$ cat config.mk
export PLATFORM = sky130hd
export DESIGN_NAME = wb_stage_flat
export DESIGN_NICKNAME = d
export VERILOG_FILES = /design/src/rtl/arm_pkg.sv /design/src/rtl/wb_stage_if.sv /design/src/rtl/wb_event_counter.sv /design/src/rtl/wb_stage.sv /design/src/flat_wrapper.sv
export SDC_FILE = /design/constraint.sdc
export NUM_CORES = 1
export LEC_CHECK = 0
export ABC_AREA = 1
export BUFFER_PORTS_ARGS = -buffer_cell sky130_fd_sc_hd__buf_2
export CAP_MARGIN = 20
export CELL_PAD_IN_SITES_DETAIL_PLACEMENT = 1
export CELL_PAD_IN_SITES_GLOBAL_PLACEMENT = 1
export CORE_MARGIN = 2
export CORE_UTILIZATION = 33
export CTS_CLUSTER_SIZE = 12
export DETAILED_ROUTE_END_ITERATION = 10
export PLACE_DENSITY = 0.78
export SETUP_SLACK_MARGIN = 0.3
export SKIP_CTS_REPAIR_TIMING = 1
export SLEW_MARGIN = 20
export SYNTH_ARGS = -nofsm -noshare
export SYNTH_HDL_FRONTEND = slang
export SYNTH_SLANG_ARGS = --single-unit
$ cat constraint.sdc
create_clock -name clk -period 3 [get_ports clk]
set_clock_uncertainty 0.15 [all_clocks]
set_input_delay 0.3 -clock clk [delete_from_list [all_inputs] [get_ports clk]]
set_output_delay 0.3 -clock clk [all_outputs]
set_load 0.005 [all_outputs]
$ cat src/rtl/arm_pkg.sv
// Shared definitions for the ARM core pipeline: default widths and the
// write-back stage register layout.
package arm_pkg;

    localparam int ARM_DATA_W = 32;
    localparam int ARM_ADDR_W = 4;

    typedef struct packed {
        logic                  valid;
        logic                  wb_en;
        logic [ARM_ADDR_W-1:0] dest;
        logic [ARM_DATA_W-1:0] result;
    } wb_reg_t;

    localparam wb_reg_t WB_BUBBLE = '0;

    // Loads return memory data; everything else writes back the ALU result.
    function automatic logic [ARM_DATA_W-1:0] wb_select(
        input logic                  r_en,
        input logic [ARM_DATA_W-1:0] data,
        input logic [ARM_DATA_W-1:0] alu
    );
        return r_en ? data : alu;
    endfunction

endpackage

$ cat src/rtl/wb_stage_if.sv
// MEM-to-WB bus: pipeline control, MEM-stage result and the register-file write port.
interface wb_stage_if
    import arm_pkg::*;
#(
    parameter int DATA_W = ARM_DATA_W,
    parameter int ADDR_W = ARM_ADDR_W
);
    logic              freeze;
    logic              flush;
    logic              mem_valid;
    logic              mem_wb_en;
    logic              mem_r_en;
    logic [ADDR_W-1:0] mem_dest;
    logic [DATA_W-1:0] mem_alu_res;
    logic [DATA_W-1:0] mem_data;

    logic              writeBackEn;
    logic [ADDR_W-1:0] destWB;
    logic [DATA_W-1:0] resultWB;
    logic              wb_valid;

    modport master (
        output freeze, flush, mem_valid, mem_wb_en, mem_r_en,
               mem_dest, mem_alu_res, mem_data,
        input  writeBackEn, destWB, resultWB, wb_valid
    );

    modport slave (
        input  freeze, flush, mem_valid, mem_wb_en, mem_r_en,
               mem_dest, mem_alu_res, mem_data,
        output writeBackEn, destWB, resultWB, wb_valid
    );
endinterface

$ cat src/rtl/wb_event_counter.sv
// Free-running wrap-around event counter with synchronous clear.
module wb_event_counter #(
    parameter int CNT_W = 32
) (
    input  logic             clk,
    input  logic             rst,
    input  logic             clr,
    input  logic             inc,
    output logic [CNT_W-1:0] count
);

    // Clear beats increment; the count wraps naturally at the top.
    always_ff @(posedge clk or posedge rst) begin
        if (rst) begin
            count <= '0;
        end else if (clr) begin
            count <= '0;
        end else if (inc) begin
            count <= count + CNT_W'(1);
        end
    end

endmodule

$ cat src/rtl/wb_stage.sv
// Memory/write-back pipeline stage: registers the MEM result, drives the
// register-file write port and counts retired instructions and loads.
module wb_stage
    import arm_pkg::*;
#(
    parameter int DATA_W = ARM_DATA_W,
    parameter int ADDR_W = ARM_ADDR_W,
    parameter int CNT_W  = 32
) (
    input  logic             clk,
    input  logic             rst,
    input  logic             cnt_clr,
    wb_stage_if.slave        bus,
    output logic [CNT_W-1:0] retired_cnt,
    output logic [CNT_W-1:0] load_cnt
);

    wb_reg_t stage_q;
    wb_reg_t stage_d;
    logic    capture;
    logic    load_capture;

    always_comb begin
        stage_d        = WB_BUBBLE;
        stage_d.valid  = bus.mem_valid;
        stage_d.wb_en  = bus.mem_wb_en;
        stage_d.dest   = bus.mem_dest;
        stage_d.result = wb_select(bus.mem_r_en, bus.mem_data, bus.mem_alu_res);
    end

    // Flush outranks freeze so a squashed instruction never lingers in WB.
    always_ff @(posedge clk or posedge rst) begin
        if (rst) begin
            stage_q <= WB_BUBBLE;
        end else if (bus.flush) begin
            stage_q <= WB_BUBBLE;
        end else if (!bus.freeze) begin
            stage_q <= stage_d;
        end
    end

    assign capture      = !bus.flush && !bus.freeze && bus.mem_valid;
    assign load_capture = capture && bus.mem_r_en;

    wb_event_counter #(.CNT_W(CNT_W)) u_retired_cnt (
        .clk   (clk),
        .rst   (rst),
        .clr   (cnt_clr),
        .inc   (capture),
        .count (retired_cnt)
    );

    wb_event_counter #(.CNT_W(CNT_W)) u_load_cnt (
        .clk   (clk),
        .rst   (rst),
        .clr   (cnt_clr),
        .inc   (load_capture),
        .count (load_cnt)
    );

    assign bus.writeBackEn = stage_q.valid & stage_q.wb_en;
    assign bus.destWB      = stage_q.dest;
    assign bus.resultWB    = stage_q.result;
    assign bus.wb_valid    = stage_q.valid;

endmodule
$ cat src/flat_wrapper.sv
// flat-port wrapper written by rule: the top's interface ports become plain ports
module wb_stage_flat import arm_pkg::*;
#(
    parameter int DATA_W = ARM_DATA_W,
    parameter int ADDR_W = ARM_ADDR_W,
    parameter int CNT_W  = 32
)
  (clk, rst, cnt_clr, retired_cnt, load_cnt, bus_freeze, bus_flush, bus_mem_valid, bus_mem_wb_en, bus_mem_r_en, bus_mem_dest, bus_mem_alu_res, bus_mem_data, bus_writeBackEn, bus_destWB, bus_resultWB, bus_wb_valid);
  wb_stage_if #(.DATA_W(DATA_W), .ADDR_W(ADDR_W)) bus_i ();
  input  logic clk;
  input  logic rst;
  input  logic cnt_clr;
  output logic [CNT_W-1:0] retired_cnt;
  output logic [CNT_W-1:0] load_cnt;
  input wire logic [$bits(bus_i.freeze)-1:0] bus_freeze;
  input wire logic [$bits(bus_i.flush)-1:0] bus_flush;
  input wire logic [$bits(bus_i.mem_valid)-1:0] bus_mem_valid;
  input wire logic [$bits(bus_i.mem_wb_en)-1:0] bus_mem_wb_en;
  input wire logic [$bits(bus_i.mem_r_en)-1:0] bus_mem_r_en;
  input wire logic [$bits(bus_i.mem_dest)-1:0] bus_mem_dest;
  input wire logic [$bits(bus_i.mem_alu_res)-1:0] bus_mem_alu_res;
  input wire logic [$bits(bus_i.mem_data)-1:0] bus_mem_data;
  output wire logic [$bits(bus_i.writeBackEn)-1:0] bus_writeBackEn;
  output wire logic [$bits(bus_i.destWB)-1:0] bus_destWB;
  output wire logic [$bits(bus_i.resultWB)-1:0] bus_resultWB;
  output wire logic [$bits(bus_i.wb_valid)-1:0] bus_wb_valid;
  assign bus_i.freeze = bus_freeze;
  assign bus_i.flush = bus_flush;
  assign bus_i.mem_valid = bus_mem_valid;
  assign bus_i.mem_wb_en = bus_mem_wb_en;
  assign bus_i.mem_r_en = bus_mem_r_en;
  assign bus_i.mem_dest = bus_mem_dest;
  assign bus_i.mem_alu_res = bus_mem_alu_res;
  assign bus_i.mem_data = bus_mem_data;
  assign bus_writeBackEn = bus_i.writeBackEn;
  assign bus_destWB = bus_i.destWB;
  assign bus_resultWB = bus_i.resultWB;
  assign bus_wb_valid = bus_i.wb_valid;
  wb_stage #(.DATA_W(DATA_W), .ADDR_W(ADDR_W), .CNT_W(CNT_W)) u_core (.clk(clk), .rst(rst), .cnt_clr(cnt_clr), .bus(bus_i), .retired_cnt(retired_cnt), .load_cnt(load_cnt));
endmodule
Word-level counts from Yosys, hierarchy flattened
Index checks and enable logic that the tools add are counted.
Storage, ports and cells
  memory bits (writable): 0
  memory bits (read-only): 0
  flip-flop bits (word level): 102
  memories: 0
  latch bits: 0
Operators by class
  muxes and demuxes: 7
  $mul: 0
  equal/unequal tests: 1
  bitwise logic cells: 1
  add/subtract/negate cells: 2
  shift operators: 0
  divide/modulo/power cells: 0
  reductions and logical operators: 7
  order comparisons: 0
Operator list (count)
  $mux 32: 5
  $mux 38: 2
  $add 32x1->32 const B: 2
  $reduce_bool 2->1: 2
  $logic_and 1x1->1: 3
  $logic_not 1->1: 2
  $ne 2x1->1 const B: 1
  $and 1x1->1: 1

Logic depth before layout (Yosys ltp)
  depth after elaboration: 6
  gate-level depth with buffers: 10
  mapped depth without buffers: 10

Modules after synthesis
A second synthesis with hierarchy kept.
Unflattened totals
  cell total of the unflattened synthesis: 880
  area total of the unflattened synthesis: 6092.1 µm²
By module, submodules not included
  wb_event_counter: area an instance 1881.8 µm², instances 2, cells each 270
  wb_stage: area an instance 2328.5 µm², instances 1, cells each 340

Least setup slack after synthesis
OpenSTA, ideal clock, no wires.
  path type: register -> register
  start: register u_core.u_load_cnt.count[0]
  end: register u_core.u_load_cnt.count[30]
  path buffers: 0
  period minus slack after synthesis: 1551 ps
  stages on the path, launching flop included: 11
  data required time: 2733 ps
  library setup time: 117 ps
  data arrival time: 1285 ps
  setup slack: 1449 ps
  path through: dfrtp_1 -> ha_1 -> inv_1 -> nor2_1 -> nand2_2 -> nor2_8 -> nand2_4 -> nor2_2 -> nand2_1 -> nand2_1 -> nor2_1
On the way
  cells in the longest elaborated chain, start to end: 3
Ends and longest elaborated chain
  start: declaration: RTL line wb_event_counter.sv:9  | output logic [CNT_W-1:0] count
  start signal: assignment: RTL line wb_event_counter.sv:19  | count <= count + CNT_W'(1);
  $add 32x1->32: RTL line wb_event_counter.sv:19
  $mux 32: RTL line wb_event_counter.sv:18  | end else if (inc) begin
  $mux 32: RTL line wb_event_counter.sv:16  | end else if (clr) begin
No other way between the ends. The select of a mux whose other input is x is not followed.
A chain may end at the register's enable or synchronous reset.

Worst setup path in the final report
  start: register u_core.u_retired_cnt.count[1]
  end: register u_core.u_retired_cnt.count[14]
On the way
  cells in the longest elaborated chain, start to end: 3
Ends and longest elaborated chain (RTL line)
  start: declaration: wb_event_counter.sv:9
  start signal: assignment: wb_event_counter.sv:19
  $add 32x1->32: wb_event_counter.sv:19
  $mux 32: wb_event_counter.sv:18
  $mux 32: wb_event_counter.sv:16
No other way between the ends. The select of a mux whose other input is x is not followed.

==> summary.log <==
INFO  status         status=finished with violations
INFO  status         failed_checks=hold timing
INFO  clocking       htree_num_levels=3
INFO  sta            timing.setup.tns=0ns
INFO  synthesis      syn-cell-area=5832squm
INFO  finish         fin_nets=1037
INFO  synthesis      syn-num-nets=897
INFO  floorplan      die_w=136.9microns
INFO  route          wl_per_cell=15.75microns
INFO  finish         proportion_of_layout_cells_with_a_drive_suffix_above_1=23.44%
INFO  sta            slew-limit-headroom=46.31%
INFO  critical_path  crit_arrival=2.00ns
INFO  route          routed_wl=18720microns
INFO  critical_path  timing.critical_path.fanout_max=4
INFO  hold_path      timing.hold.worst.class=in -> reg
INFO  placed_design  hpwl=14050microns
INFO  sta            finalSetupViolations=0
INFO  placed_design  dpl_worst_slack=1.082ns
INFO  critical_path  critPathLaunchType=register
INFO  route          drcViolationCount=0
INFO  clocking       clock_insertion_delay_worst_skew=0.35ns
INFO  route          vias=5857
INFO  critical_path  reg2reg_start=u_core.u_retired_cnt.count[1]
INFO  global_route   grt_pass1_vias=6019
INFO  synthesis      yosys.cell_count.top_type=sky130_fd_sc_hd__nand2_1
INFO  hold_path      hold-path-cell-count=3
INFO  synthesis      synth_flop_cell=sky130_fd_sc_hd__dfrtp_1
INFO  hold_path      hold_path_startpoint=bus_mem_dest[3]
INFO  finish         layout.filler_cells=2271
INFO  synthesis      netlist_instances=819
INFO  synthesis      yosys_warnings=0
INFO  finish         finalInstanceArea=7069squm
INFO  finish         antenna_cells_inserted=0
INFO  critical_path  critical_path.reg2reg.endpoint=u_core.u_retired_cnt.count[14]
INFO  floorplan      die_h=136.9microns
INFO  synthesis      synthDistinctLibCells=30
INFO  hold_path      whs_endpoint=u_core.bus.destWB[3]
INFO  synthesis      synth_largest_type_area_fraction=43.77%
INFO  finish         area.growth.synth_to_final=21.22%
INFO  placed_design  area_after_dpl=6728squm
INFO  power_and_ir_drop power.share.clock=42.9%
INFO  route          drt.antenna.violating_nets=0
INFO  sta            portion_of_the_clock_cycle_consumed_by_the_worst_path_in_the_final_layout=62.27%
INFO  critical_path  kind_of_end_point_of_the_critical_path=register
INFO  global_route   grt_start_max_net_pins=41
INFO  power_and_ir_drop proportion_of_power_drawn_by_combinational_gates=8.9%
INFO  synthesis      syn-mean-instance-area=7.121squm
INFO  power_and_ir_drop power.share.sequential=48.2%
INFO  synthesis      number_of_enable_flip_flop_cells_after_synthesis=0
INFO  floorplan      floorplan.core_area=17300squm
INFO  placed_design  port_buffers=177
INFO  clocking       root_buffer=sky130_fd_sc_hd__clkbuf_16
INFO  power_and_ir_drop power_leakage=3.509nW
INFO  placed_design  gpl.final_weighted_congestion=0.8201
INFO  critical_path  timing_worst_setup_path_type=reg -> reg
INFO  finish         multi_input_area=2641squm
INFO  synthesis      postSynthRegisterBits=102
INFO  floorplan      rows=48
INFO  power_and_ir_drop total_power=2.966mW
INFO  global_route   grt_pass1_wl=30260microns
INFO  critical_path  regToRegSetupSlack=1.13ns
INFO  sta            finalWorstSetupSlack=1.132ns
INFO  route          detail_route.iter0.violations=288
INFO  synthesis      async_flop_share=100.0%
INFO  synthesis      synth_top_cells_by_area=sky130_fd_sc_hd__dfrtp_1 (44%), sky130_fd_sc_hd__nand2_1 (11%), sky130_fd_sc_hd__nor2_1 (11%)
INFO  sta            rsz_0062_raised_after_global_routing=false
INFO  sta            timing.final.crit_period=1.868ns
INFO  sta            finalHoldViolCount=2
INFO  synthesis      ys_seq_area_share=43.77%
INFO  flow_run       cap_violations=0
INFO  power_and_ir_drop power.share.switching=26.47%
INFO  clocking       cts_tree=done
INFO  sta            timing_max_transition_violations_final=0
INFO  power_and_ir_drop p_sw=0.7852mW
INFO  sta            worstMarginPinSlew=0.8044ns
INFO  global_route   grt_use_total=20.54%
INFO  floorplan      fp.dieArea=18750squm
INFO  synthesis      synthDominantAreaCellType=sky130_fd_sc_hd__dfrtp_1
INFO  sta            hold_ws=-0.02239ns
INFO  global_route   grt-ovfl-total=0
INFO  clocking       cts_buffer_depth=2
INFO  critical_path  worst-r2r-cell-count=7
INFO  floorplan      num_io_pins=178
INFO  power_and_ir_drop power.internal=2.181mW
INFO  synthesis      synth.cells.most_frequent=sky130_fd_sc_hd__nand2_1 (173), sky130_fd_sc_hd__nor2_1 (168), sky130_fd_sc_hd__dfrtp_1 (102)
INFO  critical_path  crit_required=3.13ns
INFO  power_and_ir_drop vdd_ir_drop_max=0.2663mV
INFO  sta            max_clock_freq=535.3MHz
INFO  route          routed_via_density=4.926
INFO  clocking       cts_buffers=9
INFO  finish         area.sequential=2552squm
INFO  route          drt-pass1-iter-count=4
INFO  floorplan      start_util=33.72%
INFO  clocking       clkSlewWorstSetupHoldPaths=0.09ns
INFO  global_route   antenna_found_initial=0
INFO  power_and_ir_drop cellPowerDensity=419.6nW/um^2
INFO  clocking       cts.sinks=102
worst max-delay path, cell delays in order (launching register included):
cell,delay (ns)
sky130_fd_sc_hd__dfrtp_1,0.40
sky130_fd_sc_hd__ha_1,0.21
sky130_fd_sc_hd__nand3_1,0.19
sky130_fd_sc_hd__nor2_1,0.13
sky130_fd_sc_hd__nand2_1,0.12
sky130_fd_sc_hd__nor2_1,0.30
sky130_fd_sc_hd__o21ai_0,0.13
sky130_fd_sc_hd__a21oi_1,0.16
per-layer routing:
| layer | up-vias | wire length, microns | GRT usage [%] |
|---|---|---|---|
| met2 | 149 | 9104 | 35.16 |
| li1 | 2871 | - | - |
| met5 | - | 0 | 0 |
| met4 | 0 | 284 | 6.243 |
| met1 | 2820 | 8291 | 25.92 |
| met3 | 17 | 1044 | 4.296 |
power by group through the flow:
stage	Clock, mW	Combinational, mW	Sequential (mW)
global placement	0	0.264	1.45
floorplan	0	0.170	1.45
global route	1.37	0.300	1.43
finish	1.27	0.263	1.43
detailed placement	0	0.268	1.46
CTS	1.32	0.268	1.43
cell type report:
cell class	count	area share, %
multi-input cells	585	37.36
flip-flops and latches	102	36.11
repair buffers	189	14.27
well taps	225	3.982
inverters	72	3.876
clock buffers	9	3.186
clock inverters	7	1.221
state kept, by name, summed over array words and instances, names as in the netlist:
name,cells
u_core.u_load_cnt.count,32
u_core.bus.destWB,4
u_core.stage_q,1
u_core.u_retired_cnt.count,32
u_core.bus.resultWB,32
u_core.bus.wb_valid,1
cell usage in the layout, fill, tap and decap left out, drive strengths merged:
cell type	count
nor2	179
o21ai	90
bufinv	1
ha	2
a21oi	29
a31oi	3
o21bai	5
and2	2
xnor2	1
nand2	180
nand3	72
dfrtp	102
clkinvlp	2
dlygate4sd3	3
buf	186
nor2b	1
nor3	7
clkbuf	9
nand3b	1
inv	76
nand4	10
nor3b	3
worst max path at each step:
stage | slack, ns | start | to
2_1_floorplan | 1.33 | rst | u_core.bus.destWB[0]
3_3_place_gp | 1.13 | bus_mem_r_en | u_core.u_load_cnt.count[30]
3_5_place_dp | 1.08 | bus_mem_r_en | u_core.u_load_cnt.count[30]
4_1_cts | 1.11 | u_core.u_retired_cnt.count[1] | u_core.u_retired_cnt.count[14]
5_1_grt | 0.93 | u_core.u_retired_cnt.count[1] | u_core.u_retired_cnt.count[14]
6_report | 1.13 | u_core.u_retired_cnt.count[1] | u_core.u_retired_cnt.count[14]
stage by stage:
| stage | instances | utilization (%) |
|---|---|---|
| 2_1_floorplan | 819 | - |
| 3_3_place_gp | 1170 | 38.90 |
| 3_5_place_dp | 1170 | 38.90 |
| 4_1_cts | 1186 | 40.70 |
| 5_1_grt | 1189 | 40.87 |
| 6_report | 1189 | 40.87 |
cells by family (layout without fill, tap and decap cells):
family	Yosys count	count (layout)	synth area share, %
xor+xnor	1	1	0.1502
flops	102	102	43.77
compound gates	127	127	11.18
buf+inv	132	277	10.94
fa+ha+maj	2	2	0.4290
simple gates	455	455	33.53
No activity file was read; power rests on OpenSTA's default activity.
